<file path="src/rtl/swgate_pkg.sv">
// Shared definitions for the switch gate array.
//   mode_e    : display mode, advanced by the mode button (LIVE -> INVERT -> HOLD -> LIVE)
//   LED_*     : bit positions of each gate result on the LED bus
//   next_mode : successor of a mode; the unused encoding 3 falls back to LIVE
package swgate_pkg;

  typedef enum logic [1:0] {
    MODE_LIVE   = 2'd0,
    MODE_INVERT = 2'd1,
    MODE_HOLD   = 2'd2
  } mode_e;

  localparam int LED_W    = 4;
  localparam int LED_AND  = 0;
  localparam int LED_OR   = 1;
  localparam int LED_NAND = 2;
  localparam int LED_XOR  = 3;

  function automatic mode_e next_mode(input mode_e m);
    case (m)
      MODE_LIVE:   return MODE_INVERT;
      MODE_INVERT: return MODE_HOLD;
      default:     return MODE_LIVE;
    endcase
  endfunction

endpackage

</file>
<file path="src/rtl/debounce_filter.sv">
// Debounce filter for one raw asynchronous input.
// A 2-flop synchroniser feeds a saturating counter. The counter runs while the
// synchronised level differs from the accepted "stable" level. It is cleared
// whenever the two agree, so any glitch that ends early leaves no trace.
// The stable bit flips on the edge where the counter already holds
// DEBOUNCE_CYCLES-1, i.e. after DEBOUNCE_CYCLES consecutive differing samples.
// Ports:
//   clk, rst_n : clock, synchronous active-low reset
//   raw        : raw asynchronous level
//   stable     : debounced level (registered)
//   rise       : combinational strobe, high in the cycle before stable goes 0 -> 1,
//                so a consumer can act on the same edge that updates stable
module debounce_filter #(
  parameter int DEBOUNCE_CYCLES = 240000
) (
  input  logic clk,
  input  logic rst_n,
  input  logic raw,
  output logic stable,
  output logic rise
);

  localparam int CW = $clog2(DEBOUNCE_CYCLES);
  localparam logic [CW-1:0] LAST = CW'(DEBOUNCE_CYCLES - 1);

  logic [1:0]    sync_q;
  logic [CW-1:0] cnt_q;
  logic          stable_q;
  logic          flip;

  // sync_q[1] is the synchronised level; sync_q[0] is the metastability flop.
  assign flip   = (sync_q[1] != stable_q) && (cnt_q == LAST);
  assign stable = stable_q;
  assign rise   = flip & sync_q[1];

  always_ff @(posedge clk) begin
    if (!rst_n) begin
      sync_q   <= '0;
      cnt_q    <= '0;
      stable_q <= 1'b0;
    end else begin
      sync_q <= {sync_q[0], raw};
      if (sync_q[1] == stable_q) begin
        cnt_q <= '0;
      end else if (flip) begin
        stable_q <= sync_q[1];
        cnt_q    <= '0;
      end else begin
        cnt_q <= cnt_q + CW'(1);
      end
    end
  end

endmodule

</file>
<file path="src/rtl/switch_gate_array.sv">
// Switch gate array: debounces NUM_SW switches and a mode button, computes
// AND / OR / NAND / XOR over the debounced switches and shows them on o_LED
// according to the current mode (LIVE, INVERT or HOLD).
// Ports:
//   i_Clk      : system clock, rising edge
//   i_Rst_n    : synchronous active-low reset
//   i_Switch   : raw switch levels, bit k = switch k
//   i_Mode_Btn : raw mode button, high = pressed
//   o_LED      : registered results [0] AND, [1] OR, [2] NAND, [3] XOR
//   o_Mode     : current mode (0 LIVE, 1 INVERT, 2 HOLD); this is the FSM state
module switch_gate_array
  import swgate_pkg::*;
#(
  parameter int NUM_SW          = 2,
  parameter int DEBOUNCE_CYCLES = 240000
) (
  input  logic              i_Clk,
  input  logic              i_Rst_n,
  input  logic [NUM_SW-1:0] i_Switch,
  input  logic              i_Mode_Btn,
  output logic [LED_W-1:0]  o_LED,
  output logic [1:0]        o_Mode
);

  logic [NUM_SW-1:0] sw_stable;
  logic [NUM_SW-1:0] unused_sw_rise;     // switches are used as levels only
  logic              btn_rise;
  logic              unused_btn_stable;  // the button is used as an edge only

  for (genvar k = 0; k < NUM_SW; k++) begin : g_sw
    debounce_filter #(
      .DEBOUNCE_CYCLES(DEBOUNCE_CYCLES)
    ) u_filt (
      .clk    (i_Clk),
      .rst_n  (i_Rst_n),
      .raw    (i_Switch[k]),
      .stable (sw_stable[k]),
      .rise   (unused_sw_rise[k])
    );
  end

  debounce_filter #(
    .DEBOUNCE_CYCLES(DEBOUNCE_CYCLES)
  ) u_btn (
    .clk    (i_Clk),
    .rst_n  (i_Rst_n),
    .raw    (i_Mode_Btn),
    .stable (unused_btn_stable),
    .rise   (btn_rise)
  );

  logic [LED_W-1:0] gates;

  always_comb begin
    gates           = '0;
    gates[LED_AND]  = &sw_stable;
    gates[LED_OR]   = |sw_stable;
    gates[LED_NAND] = ~(&sw_stable);
    gates[LED_XOR]  = ^sw_stable;
  end

  mode_e mode_q;
  logic  run_q;

  // The mode advances on the same edge the debounced button rises, which is
  // the same edge a debounced switch change lands; o_LED picks up both on the
  // following edge. run_q holds o_LED at zero for the first edge after reset.
  always_ff @(posedge i_Clk) begin
    if (!i_Rst_n) begin
      mode_q <= MODE_LIVE;
      run_q  <= 1'b0;
      o_LED  <= '0;
    end else begin
      run_q <= 1'b1;
      if (btn_rise) begin
        mode_q <= next_mode(mode_q);
      end
      if (run_q) begin
        case (mode_q)
          MODE_LIVE:   o_LED <= gates;
          MODE_INVERT: o_LED <= ~gates;
          default:     o_LED <= o_LED;
        endcase
      end
    end
  end

  assign o_Mode = mode_q;

endmodule
</file>
<file path="config.mk">
export PLATFORM = sky130hd
export DESIGN_NAME = switch_gate_array
export DESIGN_NICKNAME = d
export VERILOG_FILES = /design/src/rtl/swgate_pkg.sv /design/src/rtl/debounce_filter.sv /design/src/rtl/switch_gate_array.sv
export SDC_FILE = /design/constraint.sdc
export NUM_CORES = 1
export LEC_CHECK = 0
export ABC_AREA = 1
export ABC_CLOCK_PERIOD_IN_PS = 1600
export BUFFER_PORTS_ARGS = -buffer_cell sky130_fd_sc_hd__buf_2
export CORE_MARGIN = 4
export CORE_UTILIZATION = 55
export DETAILED_ROUTE_END_ITERATION = 8
export GPL_ROUTABILITY_DRIVEN = 1
export GPL_TIMING_DRIVEN = 0
export PLACE_DENSITY = 0.69
export SLEW_MARGIN = 20
export SYNTH_ARGS = -nofsm -noshare
export SYNTH_HDL_FRONTEND = slang
export SYNTH_SLANG_ARGS = --single-unit
export TNS_END_PERCENT = 100
</file>
<file path="constraint.sdc">
create_clock -name i_Clk -period 1.6 [get_ports i_Clk]
set_clock_uncertainty 0.05 [all_clocks]
set_input_delay 0.48 -clock i_Clk [delete_from_list [all_inputs] [get_ports i_Clk]]
set_output_delay 0.48 -clock i_Clk [all_outputs]
set_load 0.02 [all_outputs]
</file>
---- Word-level counts from Yosys, hierarchy flattened ----
Index checks and enable logic that the tools add are counted.
storage, ports and cells
  bits in registers ....................... 70
  input port bits ......................... 5
  output and inout port bits .............. 6
  logic and storage cells ................. 50
cells by class
  $add $sub $neg .......................... 3
  equality and inequality tests ........... 10
  multiplexer cells ....................... 3
  bitwise logic cells ..................... 7
  reduce and logical (&&, ||, !) cells .... 15
operators by type and width
  kind                                                                   count
  18-bit by 1-bit adder with 18-bit output, second input constant        3
  18-bit equality test, second input constant                            3
  2-bit AND reduction                                                    5
  3-bit OR reduction                                                     3
  4-bit case mux with 2 select lines                                     1
  1-bit NOT                                                              5
  4-bit NOT                                                              1
  2-bit case mux with 2 select lines                                     1
  1-bit equality test                                                    3
  1-bit logical AND                                                      3
  1-bit != test                                                          3
  2-bit by 1-bit equality test with 1-bit output, second input constant  1
  2-bit logical NOT                                                      1
  2-bit nonzero test                                                     1
  2-bit OR reduction                                                     1
  2-bit parity                                                           1
  1-bit bitwise AND                                                      1
  1-bit 2-to-1 mux                                                       1

---- Logic depth before layout (Yosys ltp) ----
Gate-level depths: netlist (run 1).
  depth after elaboration ................. 4
  gate-level depth with buffers ........... 9
  depth with buffers taken out ............ 9

---- Cells and area by module ----
Synthesis (run 1) repeated with hierarchy kept, for this count alone.
unflattened totals
  cells, all modules ...................... 506
  area, all modules ....................... 3,634.7 um^2
by module, submodules not included
  module             instances  cells an instance  area an instance (um^2)  seq. area each (um^2)
  debounce_filter    3          154                1,102.3                  420.4
  switch_gate_array  1          44                 327.8                    140.1

---- Least setup slack after synthesis (run 1) ----
Ideal clock, no wire load.
  path kind ............................... register to register
  from .................................... register g_sw[1].u_filt.cnt_q[0]
  to ...................................... register g_sw[1].u_filt.cnt_q[17]
  setup time .............................. 115 ps
  data arrival time ....................... 1,263 ps
  data required time ...................... 1,435 ps
  path slack .............................. 172 ps
  cell stages (with the launch flop) ...... 8
  buffers on the path ..................... 1
  path through ............................ dfxtp_1 -> ha_1 -> nand2_2 -> nor3_4 -> nand3_2 -> nand2_2 -> buf_6 -> nor2_1
on the way
  cells in the longest elaborated chain, start to end .. 3
  elaborated cells on any way between the ends .. 4
  those cells by class .................... add/sub: 1; eq/ne: 1; reduce/logical: 2
RTL lines
  item                                                                                              line                   RTL
  start, declared                                                                                   debounce_filter.sv:27  logic [CW-1:0] cnt_q;
  start signal, assigned                                                                            debounce_filter.sv:49  cnt_q <= cnt_q + CW'(1);
  parallel branches: the longest is 3 deep, another holds 18-bit by 1-bit adder with 18-bit output  --
Parallel ways; which one is timed is not known.
A chain may end at the register's enable or synchronous reset.

---- Worst setup path in the final report (run 1) ----
  from .................................... register mode_q[0], in the netlist o_Mode[0]
  to ...................................... output o_Mode[0]
RTL lines
  item                    line                     RTL
  start, declared         switch_gate_array.sv:62  mode_e mode_q;
  start signal, assigned  switch_gate_array.sv:76  mode_q <= next_mode(mode_q);
  end, declared           switch_gate_array.sv:22  output logic [1:0] o_Mode
No word-level cell between the ends.

==> results.txt, run 1 <==
* Critical path arrival: 1.01 ns
- Die outline area: 0.00725 mm²
- When the netlist entered floorplanning its net count stood at 467.
- 0 antenna diodes ended up in the layout.
- Fraction of final layout cells with drive strength greater than 1: 0.114
- After synthesis the netlist holds a flip-flop and latch count of 70.
- The H-tree was split into 3 levels.
* Area share of the leading cell type in the synthesized netlist: 0.428
* CTS Root Cell: sky130_fd_sc_hd__clkbuf_8
* Chip width: 85.2 µm
* Via count of the first global-routing pass: 2,515
* Leftover overflow at the end of global routing: 0
- Once placement finished, the instance area stood at 0.00342 mm².
- Initial antenna violation count: 0
* Setup crit end kind: output port
- Weighted congestion at the end of routability-driven global placement: 0.924
* Total of warnings raised by yosys: 0
- Number of buffers created by CTS: 9
* Crit-path max FO: 6
- GRT Total Usage: 0.181
* Crit path buf inv count: 1
* Starting Density: 0.581
- Share of the cycle needed by the critical path after routing: 0.963
- Worst path slowest cell: sky130_fd_sc_hd__dfxtp_1
* Number of detailed-routing iterations run before antenna repair: 4
- In this run the remaining antenna-violating nets after routing total 0.
* Drc violations: 0
- Once detailed placement completed, the half-perimeter wirelength came to 4350 µm.
- In the final routed layout, each cell accounts on average for 11.1 µm.
- At the worst endpoint, the required time is 1.07 ns.
* Maximum clock path buffer count: 2
- Finished Cell Area: 0.00366 mm²
- The initialized floorplan defines 27 standard-cell rows.
- Clock-pin slew was measured on the worst setup and hold paths at 0.07 ns.
- Core Region: 0.00564 mm²
* Worst-case headroom to the max-slew limit: 0.704
* Maximum number of pins on one net before global-route repair: 11
* Unrepaired setup endpoints after global routing: true
- Sort of element at the start of the critical path: flop
- Of the synthesized area, sequential elements account for 0.428.
- The number of hold-slack violations in the final timing report is 0.
- Counting every instance in the synthesized netlist gives 457.
* Maximum clock rate: 649 MHz
- On the worst path, the slowest cell contributes a delay of 0.45 ns.
- The synthesized netlist occupies a cell area of 0.00328 mm².
* Clock latency on the worst-skew pair: 0.34 ns
* Average cell area after synthesis: 7.17 µm²
* Initial DRC count: 87
* Run status: finished clean
* Slack of the critical path: 0.0593 ns
- Aggregate negative setup slack: 0 ns
* Cell family with most CP delay: flip-flops
* Die Y-Extent: 85.2 µm
- Pins over their slew limit: 0
- Hold timing on the final database bottoms out at a slack of 0.269 ns.
* Number of primary I/O pins: 11
* Number of port buffers: 10
- Summed over all instances, the cell type with the most area after synthesis is sky130_fd_sc_hd__dfxtp_1.
* Number of maximum-capacitance constraint violations: 0
* FILL cells: 516
- Total detailed-routing wirelength: 6140 µm
* Syn-to-layout area delta: 11.7%
* Final net count: 489
- VDD IR-drop max: 0.000563 V
* Final worst path period need: 1.54 ns
- The setup path with the least slack is of type reg -> out.
- Worst Hold Class: in -> reg
* Vias: 2,739
* Number of clock sinks seen by CTS: 70
* Worst slack at placement: -0.0446 ns
* Global-route wire length before repair: 10,600 µm
- Final setup violation count: 0
- At the pin with the least slew margin, the transition time is 0.440 ns.
- TritonCTS built the clock tree.
* Reported leakage power: 1.27 nW
- The signal on the critical path passes through buf_2.
- Using the TritonRoute via totals, the vias-per-cell ratio works out to 4.94.
* Synth top area cells: sky130_fd_sc_hd__dfxtp_1 (43%), sky130_fd_sc_hd__nor2_1 (12%), sky130_fd_sc_hd__nand2_1 (9.7%)
- In this run the power density over the cells is 852 mW/mm².
- In this run, distinct cell masters in the synthesized netlist total 21.
-- cell usage in the layout, fill, tap and decap left out, types with 4 or more instances in the layout --
cell                       synthesis  routed
sky130_fd_sc_hd__nor3_1           19      19
sky130_fd_sc_hd__nand2_1          85      84
sky130_fd_sc_hd__nand2_2           5       4
sky130_fd_sc_hd__nand3b_1          5       5
sky130_fd_sc_hd__o21ai_0           8       7
sky130_fd_sc_hd__nand3_1          25      23
sky130_fd_sc_hd__nor2_1          109     102
sky130_fd_sc_hd__nand4_1           8       8
sky130_fd_sc_hd__xor2_1           21      21
sky130_fd_sc_hd__inv_1            57      57
sky130_fd_sc_hd__buf_2             1      11
sky130_fd_sc_hd__a21oi_1          13      13
sky130_fd_sc_hd__clkbuf_8          0      12
sky130_fd_sc_hd__xnor2_1          15      15
sky130_fd_sc_hd__dfxtp_1          70      67
sky130_fd_sc_hd__nor2_2            3       9
-- Yosys cell counts --
master                     count
sky130_fd_sc_hd__a21oi_1      13
sky130_fd_sc_hd__buf_2         1
sky130_fd_sc_hd__buf_6         3
sky130_fd_sc_hd__dfxtp_1      70
sky130_fd_sc_hd__ha_1          5
sky130_fd_sc_hd__inv_1        57
sky130_fd_sc_hd__nand2_1      85
sky130_fd_sc_hd__nand2_2       5
sky130_fd_sc_hd__nand3_1      25
sky130_fd_sc_hd__nand3_2       2
sky130_fd_sc_hd__nand3b_1      5
sky130_fd_sc_hd__nand4_1       8
sky130_fd_sc_hd__nor2_1      109
sky130_fd_sc_hd__nor2_2        3
sky130_fd_sc_hd__nor2_4        1
sky130_fd_sc_hd__nor3_1       19
sky130_fd_sc_hd__nor3_4        1
sky130_fd_sc_hd__o21ai_0       8
sky130_fd_sc_hd__o21ai_1       1
sky130_fd_sc_hd__xnor2_1      15
sky130_fd_sc_hd__xor2_1       21
-- area by class of cell --
cell class                 count  area (µm²)  share of cell area
timing repair buffer          11        57.6              0.0157
tap                           72        90.1              0.0246
sequential                    70        1410               0.384
clock buffer                  13         169              0.0462
inverter                      57         214              0.0585
multi-input combinational    326        1680               0.459
clock inverter                 1        5.00             0.00137
buffer                         4        38.8              0.0106
-- through the flow --
stage	utilization	instances	total power, mW
6_report	0.648	554	3.12
5_1_grt	0.648	554	3.23
4_1_cts	0.638	554	3.14
3_5_place_dp	0.605	539	1.87
3_3_place_gp	0.605	539	1.87
2_1_floorplan	-	457	1.85
-- registers in the layout, indices dropped and copies added (netlist names), 2 cells and up --
name                count
g_sw.u_filt.stable      2
o_LED                   4
g_sw.u_filt.sync_q      4
u_btn.cnt_q            18
o_Mode                  2
u_btn.sync_q            2
g_sw.u_filt.cnt_q      36
-- worst paths after layout --
| path | slack, ns | to | startpoint | depth (start not counted) |
|---|---|---|---|---|
| max reg2reg | 0.11 | g_sw[1].u_filt.cnt_q[15]$_SDFF_PP0_ | g_sw[1].u_filt.cnt_q[0]$_SDFF_PP0_ | 7 |
| min | 0.27 | u_btn.sync_q[0]$_SDFF_PN0_ | i_Mode_Btn | 3 |
| max | 0.06 | o_Mode[0] | o_Mode[0]$_SDFFE_PN0P_ | 1 |
| min reg2reg | 0.36 | g_sw[0].u_filt.cnt_q[0]$_SDFF_PP0_ | g_sw[0].u_filt.cnt_q[0]$_SDFF_PP0_ | 1 |
-- report_power, final --
part / leakage (nW) / total (mW) / switching, mW / internal (mW)
sequential: 0.568 / 1.77 / 0.00833 / 1.76
combinational: 0.610 / 0.0676 / 0.0438 / 0.0238
clock: 0.0914 / 1.28 / 0.612 / 0.671
-- cell families after synthesis --
logic type,after synthesis,synth area share
adders and majority gates,5,0.0191
DFF,70,0.428
xor gates and xnor gates,36,0.0963
buffers and inverters,61,0.0772
AOI/OAI and AO/OA,22,0.0336
and+or+nand+nor,263,0.346
-- per-layer routing --
layer | share of wire | GRT usage | vias to the layer above
li1 | - | - | 1467
met1 | 0.51 | 0.235 | 1224
met2 | 0.44 | 0.283 | 34
met3 | 0.030 | 0.0359 | 14
met4 | 0.026 | 0.0993 | 0
met5 | 0 | 0 | -
-- what timing repair did --
action / 4_1_cts / 5_1_grt
setup buffers: 1 / 0
cloned: 0 / 0
gates resized for setup: 0 / 20
pin swaps: 1 / 3
endpoints found under the setup margin: 10 / 31
endpoints found under the hold margin: 0 / 0
hold buffers: 0 / 0
Note: power is estimated with default switching activity, not from simulation.
==> inputs of run 2 (changes only) <==
--- a/config.mk
+++ b/config.mk
@@ -6,7 +6,7 @@
 export NUM_CORES = 1
 export LEC_CHECK = 0
 export ABC_AREA = 1
-export ABC_CLOCK_PERIOD_IN_PS = 1600
+export ABC_CLOCK_PERIOD_IN_PS = 1900
 export BUFFER_PORTS_ARGS = -buffer_cell sky130_fd_sc_hd__buf_2
 export CORE_MARGIN = 4
 export CORE_UTILIZATION = 55
==> constraint.sdc (replaced) <==
create_clock -name i_Clk -period 1.9 [get_ports i_Clk]
set_clock_uncertainty 0.05 [all_clocks]
set_input_delay 0.57 -clock i_Clk [delete_from_list [all_inputs] [get_ports i_Clk]]
set_output_delay 0.57 -clock i_Clk [all_outputs]
set_load 0.02 [all_outputs]
==> run 2 against run 1 <==
  * Final cell count shrank 0.18%
  * Setup slack gained 0.19 ns
  * Clock power shrank 16%
  * Total power shrank 16%
  * Core utilization shrank 1.2 points
  * Count of clock-buffer cells in the layout is the same
  * Worst hold slack gained 0.091 ns
  * Via count is the same
  * Final area shrank 1.9%
  * Highest routed layer unchanged
  * Register-to-register slack gained 0.14 ns
  * Critical path depth grew 6
  * Largest power group unchanged
  * Die area is the same
==> results.txt, run 2 (synthesized netlist as in run 1, its figures left out) <==
- The flow ran to the end, and the final reports show no timing, DRC or antenna violations.
* Fraction of the core area covered by cells at the end of the flow: 0.636 (-0.0122)
* Post-CTS Setup Bufs: 0 (-1)
- The number of buffers added by the clock tree synthesis step is 9 (unchanged).
- Critical path arrival: 1.84 ns (+0.83 ns)
- CTS tree: yes
* Clock latency on the worst-skew pair: 0.34 ns (about the same)
- The hold slack came to 0.360 ns (+0.0913 ns).
- Class of the most critical setup path: reg -> reg
* Die Y-Extent: 85.2 µm (unchanged)
- Total Power: 2.62 mW (-16%)
- The H-tree depth was 3 (unchanged).
- Crit-path max FO: 10 (+4)
- The fraction of layout cells with a size suffix above 1 came to 0.0811 (-0.0330).
- Maximum number of pins on one net before global-route repair: 11 (unchanged)
- Worst path slowest cell: sky130_fd_sc_hd__dfxtp_1
- The tightest min-delay check is of the in -> reg type.
- The number of hold-slack violations in the final timing report is 0 (unchanged).
* Reported leakage power: 1.27 nW (-0.29%)
- The register with the most flip-flops in the final layout is g_sw.u_filt.cnt_q.
* Number of placed instances with taps included: 539 (unchanged)
- The number of top-level pins came to 11 (unchanged).
- CTS clock-pin slew for the worst setup and hold paths: 0.07 ns (about the same)
- Longest individual stage delay on the worst path: 0.36 ns (-0.09 ns)
- Global-route wire length before repair: 10,600 µm (about the same)
* Final setup violation count: 0 (unchanged)
* Number of antenna repair diodes: 0 (unchanged)
* DP HPWL: 4350 µm (unchanged)
* Drc violations: 0 (unchanged)
* Cell family with most CP delay: simple AND/OR/NAND/NOR gates
* Total detailed-routing wirelength: 5940 µm (-3.2%)
- The iteration-0 DRC count of the detailed router was 89 (+2.3%).
- Aggregate negative setup slack: 0 ns (unchanged)
* VDD IR-drop max: 0.000474 V (-16%)
- The routed wire length per instance came to 10.7 µm (-3.0%).
* Leftover overflow at the end of global routing: 0 (unchanged)
* Die outline area: 0.00725 mm² (unchanged)
* Share of the cycle needed by the critical path after routing: 0.870
- The last weighted congestion value of the routability-driven placer came to 0.924 (unchanged).
* Crit path buf inv count: 1 (unchanged)
- The number of iterations in the first detailed-routing pass came to 4 (unchanged).
- Maximum clock path buffer count: 2 (unchanged)
- The flip-flop count of the largest register, all copies and words added came to 36 (unchanged).
- Largest registers: g_sw.u_filt.cnt_q: 36 flops, u_btn.cnt_q: 18 flops
- CTS Root Cell: sky130_fd_sc_hd__clkbuf_8
- Final net count: 488 (-0.20%)
- Initial antenna violation count: 0 (unchanged)
* Final non-filler cell total: 553 (-0.18%)
* Final worst path period need: 1.65 ns
- Pins over their slew limit: 0 (unchanged)
- The cts-stage hold buffer count was 0 (unchanged).
- The required time of the worst setup path is 2.08 ns (+1.01 ns).
- The TritonCTS sink count came to 70 (unchanged).
- The finished layout cell area is 0.00359 mm² (-1.9%).
* Most frequent standard cell in the layout excluding fill and tap cells: sky130_fd_sc_hd__nor2_1
- Power density over the cells: 729 mW/mm² (-14%)
- The normalized max-slew margin is 0.710 (+0.00577).
* Unrepaired setup endpoints after global routing: false
- The starting density of the core is 0.581 (unchanged).
* Via count of the first global-routing pass: 2,511 (-0.16%)
* Number of maximum-capacitance constraint violations: 0 (unchanged)
- The routed via count was 2,739 (unchanged).
- The core area was 0.00564 mm² (unchanged).
- The cell area after placement came to 0.00342 mm² (unchanged).
* Via count normalized by instance count: 4.95 (+0.18%)
- Traced cell by cell, the critical path runs through ha_1 > nand2_2 > nor3_4 > nand3_2 > nand2_2 > buf_6 > nor2_1.
- Among the stages of the critical path, the cell type that occurs most often is sky130_fd_sc_hd__nand2_2.
* GRT Total Usage: 0.182 (+0.000202)
* Sort of element at the start of the critical path: flop
- Chip width: 85.2 µm (unchanged)
- From synthesis to final layout, the design area changed by 9.59%.
- Number of port buffers: 10 (unchanged)
- The pin slew with the least headroom to its limit is 0.432 ns (-0.00859 ns).
- For this run, the top clock speed supported by timing is 605 MHz.
- STA classifies the critical path endpoint as a flop.
- The post-route worst setup slack is 0.247 ns (+0.187 ns).
* Detail Route Antenna Nets: 0 (unchanged)
* Worst slack at placement: 0.255 ns (+0.300 ns)
* Core Rows: 27 (unchanged)
- The post-cts gate resize count was 0 (unchanged).
- Top library cells by usage in the layout, fill and taps aside: sky130_fd_sc_hd__nor2_1 (109), sky130_fd_sc_hd__nand2_1 (85), sky130_fd_sc_hd__dfxtp_1 (70)
## run 2: cell count changes in the layout (fill, tap and decap cells not counted), sizes merged
cell	previous run	this run
buf	15	14
## run 2: worst paths after layout
check	from	slack, ns	cells past startpoint	endpoint
setup / recovery	g_sw[1].u_filt.cnt_q[0]$_SDFF_PP0_	0.25	7	g_sw[1].u_filt.cnt_q[15]$_SDFF_PP0_
hold / removal	i_Mode_Btn	0.36	3	u_btn.sync_q[0]$_SDFF_PN0_
setup reg to reg	g_sw[1].u_filt.cnt_q[0]$_SDFF_PP0_	0.25	7	g_sw[1].u_filt.cnt_q[15]$_SDFF_PP0_
hold reg to reg	g_sw[1].u_filt.sync_q[0]$_SDFF_PN0_	0.36	2	g_sw[1].u_filt.sync_q[1]$_SDFF_PN0_
## run 2: worst min-delay path: stages
cell                      delay [ns]
sky130_fd_sc_hd__buf_2          0.08
sky130_fd_sc_hd__nand2_1        0.04
sky130_fd_sc_hd__inv_1          0.04
## run 2: metal layers
metal | GRT usage | part of all wire | vias up
met3 | 0.0359 | 0.028 | 14
met1 | 0.236 | 0.51 | 1222
met2 | 0.283 | 0.43 | 34
met5 | 0 | 0 | -
li1 | - | - | 1469
met4 | 0.0993 | 0.027 | 0
## run 2: cell type report
class	instances	area, µm²
clock buffers	13	169
plain buffers	4	38.8
multi-input cells	326	1620
repair buffers	10	50.0
inverters	57	214
clock inverters	1	5.00
flip-flops and latches	70	1400
fillers	519	2050
well taps	72	90.1
## run 2: where the power goes
group          internal (mW)  switching (mW)  total [mW]
clock                  0.565           0.508        1.07
sequential              1.48         0.00647        1.49
combinational         0.0195          0.0366      0.0560
total                   2.06           0.551        2.62
